==> config.mk <==
export PLATFORM = sky130hd
export DESIGN_NAME = bcd_scan_driver
export DESIGN_NICKNAME = d
export VERILOG_FILES = /design/src/rtl/bcd_scan_pkg.sv /design/src/rtl/bcd_add3.sv /design/src/rtl/bcd_scan_driver.sv
export SDC_FILE = /design/constraint.sdc
export NUM_CORES = 1
export LEC_CHECK = 0
export BUFFER_PORTS_ARGS = -buffer_cell sky130_fd_sc_hd__buf_2
export CORE_MARGIN = 4
export CORE_UTILIZATION = 62
export CTS_CLUSTER_SIZE = 12
export DETAILED_ROUTE_END_ITERATION = 6
export PLACE_DENSITY = 0.89
export RECOVER_POWER = 25
export SYNTH_ARGS = -nofsm -noshare
export SYNTH_HDL_FRONTEND = slang
export SYNTH_HIERARCHICAL = 1
export SYNTH_SLANG_ARGS = --single-unit
==> constraint.sdc <==
create_clock -name clk -period 2.96 [get_ports clk]
set_input_delay 0.592 -clock clk [delete_from_list [all_inputs] [get_ports clk]]
set_output_delay 0.592 -clock clk [all_outputs]
set_load 0.01 [all_outputs]
==> src/rtl/bcd_scan_pkg.sv <==
// Shared types and constants for the BCD scan driver.
//   BLANK_CODE  : digit code that the external decoder shows as an unlit digit
//   OVF_CODE    : digit code presented on every digit while overflow is flagged
//   bcd_digit_t : one BCD digit
//   conv_state_t: conversion FSM states
package bcd_scan_pkg;
  localparam logic [3:0] BLANK_CODE = 4'hA;
  localparam logic [3:0] OVF_CODE   = 4'hF;

  typedef logic [3:0] bcd_digit_t;

  typedef enum logic [1:0] {IDLE, SHIFT, DONE} conv_state_t;
endpackage

==> src/rtl/bcd_add3.sv <==
// Double-dabble correction for a single BCD digit: adds 3 when the digit is
// 5 or more, so the following left shift carries correctly into the next digit.
//   d : scratch digit before the shift
//   q : corrected digit (4-bit wrap, no carry out)
module bcd_add3
  import bcd_scan_pkg::*;
(
  input  bcd_digit_t d,
  output bcd_digit_t q
);
  assign q = (d >= 4'd5) ? bcd_digit_t'(d + 4'd3) : d;
endmodule

==> src/rtl/bcd_scan_driver.sv <==
// Binary-to-BCD converter with a multiplexed digit scanner.
// A WIDTH-bit value is converted by sequential double-dabble (one bit per
// cycle) into DIGITS BCD digits. The result is held pending and committed to
// the display buffer only when the scanner wraps to digit 0, so a frame never
// mixes old and new digits.
//   clk, rst : clock, synchronous active-high reset
//   value    : binary value, sampled when load is accepted
//   load     : conversion request (ignored while busy)
//   busy     : conversion in progress
//   ovf      : committed value was >= 10^DIGITS
//   cclr_neg : low while digit 0 is presented (frame marker)
//   dig_sel  : index of the digit on num, 0 = units
//   num      : BCD code of that digit (BLANK_CODE / OVF_CODE as special codes)
// Optional build macro LZ_BLANK_EN: blank leading zeros above the most
// significant non-zero digit; digit 0 is always shown.
module bcd_scan_driver
  import bcd_scan_pkg::*;
#(
  parameter  int WIDTH    = 32,
  parameter  int DIGITS   = 8,
  parameter  int SCAN_DIV = 1,
  localparam int SELW     = (DIGITS > 2) ? $clog2(DIGITS) : 1
) (
  input  logic             clk,
  input  logic             rst,
  input  logic [WIDTH-1:0] value,
  input  logic             load,
  output logic             busy,
  output logic             ovf,
  output logic             cclr_neg,
  output logic [SELW-1:0]  dig_sel,
  output logic [3:0]       num
);
  localparam int CW = $clog2(WIDTH);
  localparam int DW = (SCAN_DIV > 1) ? $clog2(SCAN_DIV) : 1;

  conv_state_t                state, state_nxt;
  logic [WIDTH-1:0]           bin;
  logic [CW-1:0]              bit_cnt;
  bcd_digit_t [DIGITS-1:0]    scr, scr_add3, pend_buf, disp_buf, commit_buf, buf_nxt;
  logic [4*DIGITS:0]          shifted;
  logic                       ovf_scr, pend_ovf, pending;
  logic [DW-1:0]              div;
  logic                       div_tc, wrap, commit, ovf_nxt;
  logic [SELW-1:0]            sel_nxt;

  // ---------------- conversion datapath ----------------
  for (genvar g = 0; g < DIGITS; g++) begin : g_add3
    bcd_add3 u_add3 (.d(scr[g]), .q(scr_add3[g]));
  end

  // Top bit of the shifted vector is what falls out of the highest digit.
  assign shifted = {scr_add3, bin[WIDTH-1]};
  assign busy    = (state != IDLE);

  always_comb begin
    state_nxt = state;
    unique case (state)
      IDLE:    if (load) state_nxt = SHIFT;
      SHIFT:   if (bit_cnt == CW'(WIDTH-1)) state_nxt = DONE;
      DONE:    state_nxt = IDLE;
      default: state_nxt = IDLE;
    endcase
  end

  always_ff @(posedge clk) begin
    if (rst) begin
      state    <= IDLE;
      bin      <= '0;
      bit_cnt  <= '0;
      scr      <= '0;
      ovf_scr  <= 1'b0;
      pend_buf <= '0;
      pend_ovf <= 1'b0;
    end else begin
      state <= state_nxt;
      case (state)
        IDLE: if (load) begin
          bin     <= value;
          scr     <= '0;
          ovf_scr <= 1'b0;
          bit_cnt <= '0;
        end
        SHIFT: begin
          scr     <= shifted[4*DIGITS-1:0];
          ovf_scr <= ovf_scr | shifted[4*DIGITS];
          bin     <= bin << 1;
          bit_cnt <= bit_cnt + 1'b1;
        end
        DONE: begin
          pend_buf <= scr;
          pend_ovf <= ovf_scr;
        end
        default: ;
      endcase
    end
  end

  // ---------------- commit-time formatting ----------------
`ifdef LZ_BLANK_EN
  logic lz_lead;
  always_comb begin
    commit_buf = pend_buf;
    lz_lead    = !pend_ovf;       // overflow frames are all OVF_CODE anyway
    for (int i = DIGITS-1; i > 0; i--) begin
      if (pend_buf[i] != 4'd0) lz_lead = 1'b0;
      if (lz_lead) commit_buf[i] = BLANK_CODE;
    end
  end
`else
  assign commit_buf = pend_buf;
`endif

  // ---------------- scanner ----------------
  assign div_tc = (div == DW'(SCAN_DIV-1));
  assign wrap   = div_tc && (dig_sel == SELW'(DIGITS-1));
  assign commit = wrap && pending;

  // num/cclr_neg are computed from the post-edge selection and buffer so they
  // line up with dig_sel, and digit 0 of a committing frame shows new data.
  always_comb begin
    sel_nxt = dig_sel;
    if (div_tc) sel_nxt = wrap ? '0 : dig_sel + 1'b1;
    buf_nxt = commit ? commit_buf : disp_buf;
    ovf_nxt = commit ? pend_ovf : ovf;
  end

  always_ff @(posedge clk) begin
    if (rst) begin
      div      <= '0;
      dig_sel  <= '0;
      num      <= 4'd0;
      cclr_neg <= 1'b0;
      disp_buf <= '0;
      ovf      <= 1'b0;
      pending  <= 1'b0;
    end else begin
      div      <= div_tc ? '0 : div + 1'b1;
      dig_sel  <= sel_nxt;
      disp_buf <= buf_nxt;
      ovf      <= ovf_nxt;
      num      <= ovf_nxt ? OVF_CODE : buf_nxt[sel_nxt];
      cclr_neg <= (sel_nxt != '0);
      // A result landing on the wrap edge keeps pending set for the next frame.
      if (state == DONE) pending <= 1'b1;
      else if (commit)   pending <= 1'b0;
    end
  end
endmodule
## Word level (Yosys, flattened, before mapping)

Cells that the tools add are included.

- Output and inout bits: 10
- Input bits: 35
- Flip-flop bits (word level): 148

- Eq/ne operators: 6
- Reductions and logical operators: 10
- Mux-type cells: 28
- Order comparisons: 9
- Add/subtract/negate cells: 11
- Bitwise logic cells: 2

Operators with widths:

| operator | number |
|---|---|
| one-hot mux 32 bit (2 select lines) | 2 |
| two-way mux 32 bit | 3 |
| two-way mux 4 bit | 10 |
| adder 4 x 2 -> 4 bit (second input constant) | 8 |
| >= comparator 4 x 3 -> 1 bit (second input constant) | 8 |
| binary-select mux 4 bit (select 3 bit) | 1 |
| one-hot mux 5 bit (2 select lines) | 1 |
| two-way mux 3 bit | 2 |
| nonzero test 2 bit | 3 |
| adder 5 x 1 -> 5 bit (second input constant) | 1 |
| equality test 5 bit (second input constant) | 1 |
| two-way mux 5 bit | 1 |
| < comparator 3 x 4 -> 1 bit (second input constant) | 1 |
| two-way mux 1 bit | 4 |
| two-way mux 2 bit | 2 |
| inequality test 2 bit (second input constant) | 2 |
| one-hot mux 2 bit (2 select lines) | 1 |
| AND reduction 2 bit | 2 |
| adder 3 x 1 -> 3 bit (second input constant) | 1 |
| equality test 3 bit (second input constant) | 1 |
| nonzero test 3 bit | 1 |
| equality test 2 x 1 -> 1 bit (second input constant) | 1 |
| equality test 2 bit (second input constant) | 1 |
| logical AND 1 bit | 2 |
| other kinds (6) | 6 |

## Longest topological paths before layout

- Depth after elaboration: 7
- Mapped depth: 9
- Gate-level depth less buffers: 8

## Hierarchy

Netlist, hierarchy kept.

By module, submodules not included:

| module | cells an instance | times used | area each (um^2) |
|---|---|---|---|
| bcd_scan_driver | 643 | 1 | 5683.0 |
| bcd_add3 | 16 | 8 | 101.3 |

## Worst setup path before layout

OpenSTA, ideal clock, no wires.

- Path type: register to register
- From: register dig_sel[0]
- To: register num[3]
- Period minus slack after synthesis: 2.006 ns
- Path buffers: 2
- Setup time: 0.131 ns
- Setup slack: 0.954 ns
- Stages on the path, launching flop included: 10
- Arrival time: 1.874 ns
- Cells stage by stage: dfxtp_1 ha_1 ha_1 nand3b_1 buf_6 buf_6 mux2i_1 a21oi_1 a2111oi_2 nor3_1

- Word-level cells in the longest chain between the ends: 7

Ends and longest elaborated chain:

| what | RTL line | source |
|---|---|---|
| start: declaration | bcd_scan_driver.sv:31 | `output logic [SELW-1:0] dig_sel,` |
| start signal: assignment | bcd_scan_driver.sv:139 | `dig_sel <= sel_nxt;` |
| branches (longest 6 deep; another with adder 3 x 1 -> 3 bit) | n/a |  |
| two-way mux 4 bit (*) | bcd_scan_driver.sv:142 | `num <= ovf_nxt ? OVF_CODE : buf_nxt[sel_nxt];` |
| end signal: assignment | bcd_scan_driver.sv:142 |  |
| end: declaration | bcd_scan_driver.sv:32 | `output logic [3:0] num` |

Mark *: on every way between the ends. The select of a mux whose other input is x is not followed.
A chain may end at the register's enable or synchronous reset.

## Final worst setup path

- From: register dig_sel[0]
- To: register num[1]

The elaborated chain is that of the path after synthesis.

==> summary.log <==
[global_route] largest net degree at the start of global routing 95
[cts] H-tree depth 4
[sta] final count of negative-setup-slack endpoints 0
[worst_setup_path] startpoint class of the critical path flop
[detailed_routing] DRC viols 0
[cts] Inserted Clock Buffers 17
[finish] most common library cell in the layout ignoring fill and taps sky130_fd_sc_hd__dfxtp_1
[sta] count of final hold-check violations 0
[sta] upper clock frequency limit 0.378 GHz
[run_status] outcome complete, no violations
[synth] Yosys warning count 6
[cts] clock insertion delay at the later pin of the skew report 0.53 ns
[synth] cell count after synthesis 771
[placed_design] Final HPWL DP 10,000 um
[sta] clock period minus final worst setup slack 2.64 ns
[floorplan] ports placed on the boundary 45
[floorplan] floorplan die area 12,200 um^2
[global_route] number of global-route vias before repair 5,524
[worst_hold_path] hold-critical path depth 3
[worst_setup_path] worst-path maximum fanout 17
[worst_hold_path] class of the tightest hold or removal check in -> reg
[placed_design] routability congestion estimate 0.823
[finish] Final Util 71.9%
[floorplan] height of the die 110 um
[sta] headroom to the max-slew limit 37.6%
[pwr] Power Total 4.54 mW
[sta] final clock period utilization by the worst path 89.3%
[sta] slew at the pin with the worst max-slew slack 0.936 ns
[global_route] first-pass GRT wire length 25,500 um
[pwr] Worst VDD drop 356 uV
[detailed_routing] final antenna-violating net count 0
[detailed_routing] final routed wirelength across all metal layers 15,600 um
[pwr] leakage power of the design 3.22 nW
[synth] post-synthesis cell area 6490 um^2
[cts] register clock-pin slew on the reported worst setup and hold paths 0.06 ns
[floorplan] standard cell core area 10,300 um^2
[worst_setup_path] critical path data arrival time 3.01 ns
[synth] Synth Register Bits 148
[sta] setup repair after global routing missed its margin no
[detailed_routing] WL per Instance 16.4 um
[worst_setup_path] worst setup path class reg -> reg
[synth] sequential cell area fraction in the yosys report 45.6%
[finish] fraction of final layout cells sized beyond drive strength 1 11.0%
[finish] number of diodes added for antenna fixing 0
[pwr] power per unit of standard cell area 615 nW/um^2
[synth] Post-Synthesis Net Count 826
[cts] buffers inserted during post-CTS setup optimization 0
[finish] design area 7390 um^2
[worst_setup_path] critical path endpoint category flop
[worst_setup_path] worst-case reg-to-reg path depth 8
[floorplan] Die Width 110 um
[cts] Resize count post-CTS 0
[placed_design] instance count after placement with tap cells included 915
[cts] number of buffers added to fix hold violations after cts 0
[floorplan] Std-Cell Rows 37
[global_route] global route overflow 0
[worst_setup_path] critical path launch point dig_sel[0]
[cts] root buffer cell sky130_fd_sc_hd__clkbuf_8
[worst_setup_path] r2r startpoint dig_sel[0]
[finish] final layout net count 854
[cts] CTS tree built
[placed_design] number of input and output port buffers inserted 44
[global_route] all-layer global routing usage 26.8%
[cts] clock sink total 148
[worst_setup_path] R2R Path End num[1]
[placed_design] area of placed instances 6790 um^2
[flow_run] Max-cap violations 0
[detailed_routing] per-cell via count in the routed design 5.95
[synth] mean cell area of the mapped netlist 8.42 um^2
[detailed_routing] first-pass detailed-route iteration total 7
[floorplan] starting utilization of the core area 63.2%
[worst_setup_path] CP Capture Point num[1]
[worst_setup_path] required time at the endpoint of the critical path 3.32 ns
[sta] Max Clock Skew 0.00653 ns
[finish] Area Overhead vs Synth 13.8%
[synth] count of distinct cell types in the synthesized netlist 36
[global_route] antenna violations before repair 0
[detailed_routing] total via count in the routed design 5,638
[worst_setup_path] internal reg-to-reg setup slack 0.32 ns
[finish] leading cell types in the layout, fill and taps excluded sky130_fd_sc_hd__dfxtp_1 (148), sky130_fd_sc_hd__nand2_1 (121), sky130_fd_sc_hd__a21oi_1 (86)
[sta] summed negative setup slack over all endpoints 0 ns
[sta] number of pins with negative max-slew slack in the final report 0
[detailed_routing] initial DRC count 573
[cts] maximum buffer depth of the clock tree 2
[finish] Cell Count, Final, Fillers Out 948
==> synth_stat cells (all sizes together) <==
library cell	instances	area, um^2
nand2b	21	131
a21o	3	22.5
a21oi	94	500
o21ai	47	235
a2111oi	1	15.0
a2bb2oi	1	8.76
conb	1	3.75
nor4	7	43.8
o22ai	10	62.6
buf	22	124
ha	20	250
nor2b	14	87.6
clkbuf	25	93.8
mux2i	42	420
o31a	2	17.5
mux2	1	11.3
nor2	75	282
or2	1	6.26
dfxtp	148	2960
a22o	35	307
nand3b	3	26.3
nand2	121	454
o21bai	1	7.51
nand3	2	10.0
xnor2	8	70.1
a222oi	11	110
inv	43	161
a22oi	3	22.5
and3	1	6.26
nor3	8	40.0
==> sequential cells by signal, indices dropped and copies added (netlist names) <==
register    count
cclr_neg        1
ovf             1
ovf_scr         1
bin            32
pending         1
commit_buf     32
pend_ovf        1
state           2
num             4
div             1
disp_buf       32
bit_cnt         5
dig_sel         3
scr            32
==> worst min path at each step <==
stage	from	endpoint	slack, ns
floorplan	bin[11]	bin[12]	0.43
global placement	bin[29]	bin[30]	0.44
detailed placement	commit_buf[8]	commit_buf[8]	0.45
CTS	value[6]	bin[6]	0.26
global route	value[23]	bin[23]	0.27
finish	value[6]	bin[6]	0.27
==> cell families after synthesis <==
| logic type | after synthesis | synth area share, % |
|---|---|---|
| AOI/OAI and AO/OA | 208 | 20.2 |
| muxes | 43 | 6.65 |
| xor gates and xnor gates | 8 | 1.08 |
| DFF | 148 | 45.6 |
| and+or+nand+nor | 253 | 16.7 |
| other | 1 | 0.0577 |
| adders and majority gates | 20 | 3.85 |
| buffers and inverters | 90 | 5.84 |
==> metrics by stage <==
stage	hold WS (ns)	setup slack [ns]
2_1_floorplan	0.426	0.954
3_3_place_gp	0.440	0.613
3_5_place_dp	0.454	0.441
4_1_cts	0.256	0.344
5_1_grt	0.267	0.154
6_report	0.271	0.317
==> area by class of cell <==
cell class,count,area [um^2]
Multi-Input combinational cell,533,3170
Sequential cell,148,2960
Fill cell,764,2890
Clock buffer,18,418
Timing Repair Buffer,56,320
Clock inverter,14,186
Tap cell,136,170
Inverter,43,161
==> critical path: stages (launching register included) <==
cell and delay [ns]:
sky130_fd_sc_hd__dfxtp_1 0.50, sky130_fd_sc_hd__ha_1 0.21, sky130_fd_sc_hd__ha_1 0.23, sky130_fd_sc_hd__nand3b_1 0.41, sky130_fd_sc_hd__buf_12 0.33, sky130_fd_sc_hd__mux2i_1 0.21, sky130_fd_sc_hd__nor2_1 0.08, sky130_fd_sc_hd__nor4_1 0.41
sky130_fd_sc_hd__nor3_1 0.10
==> power by group <==
part           switching, mW  internal (mW)
sequential            0.0463           2.04
combinational          0.167         0.0904
clock                  0.833           1.36
==> per-layer routing <==
metal / vias up / routed length [um] / track usage (%)
met5: - / 0 / 0
met4: 0 / 282 / 10.2
met3: 34 / 953 / 6.12
met2: 210 / 7970 / 47.0
met1: 2706 / 6370 / 31.8
li1: 2688 / - / -
Power figures use the tool's default switching activity.
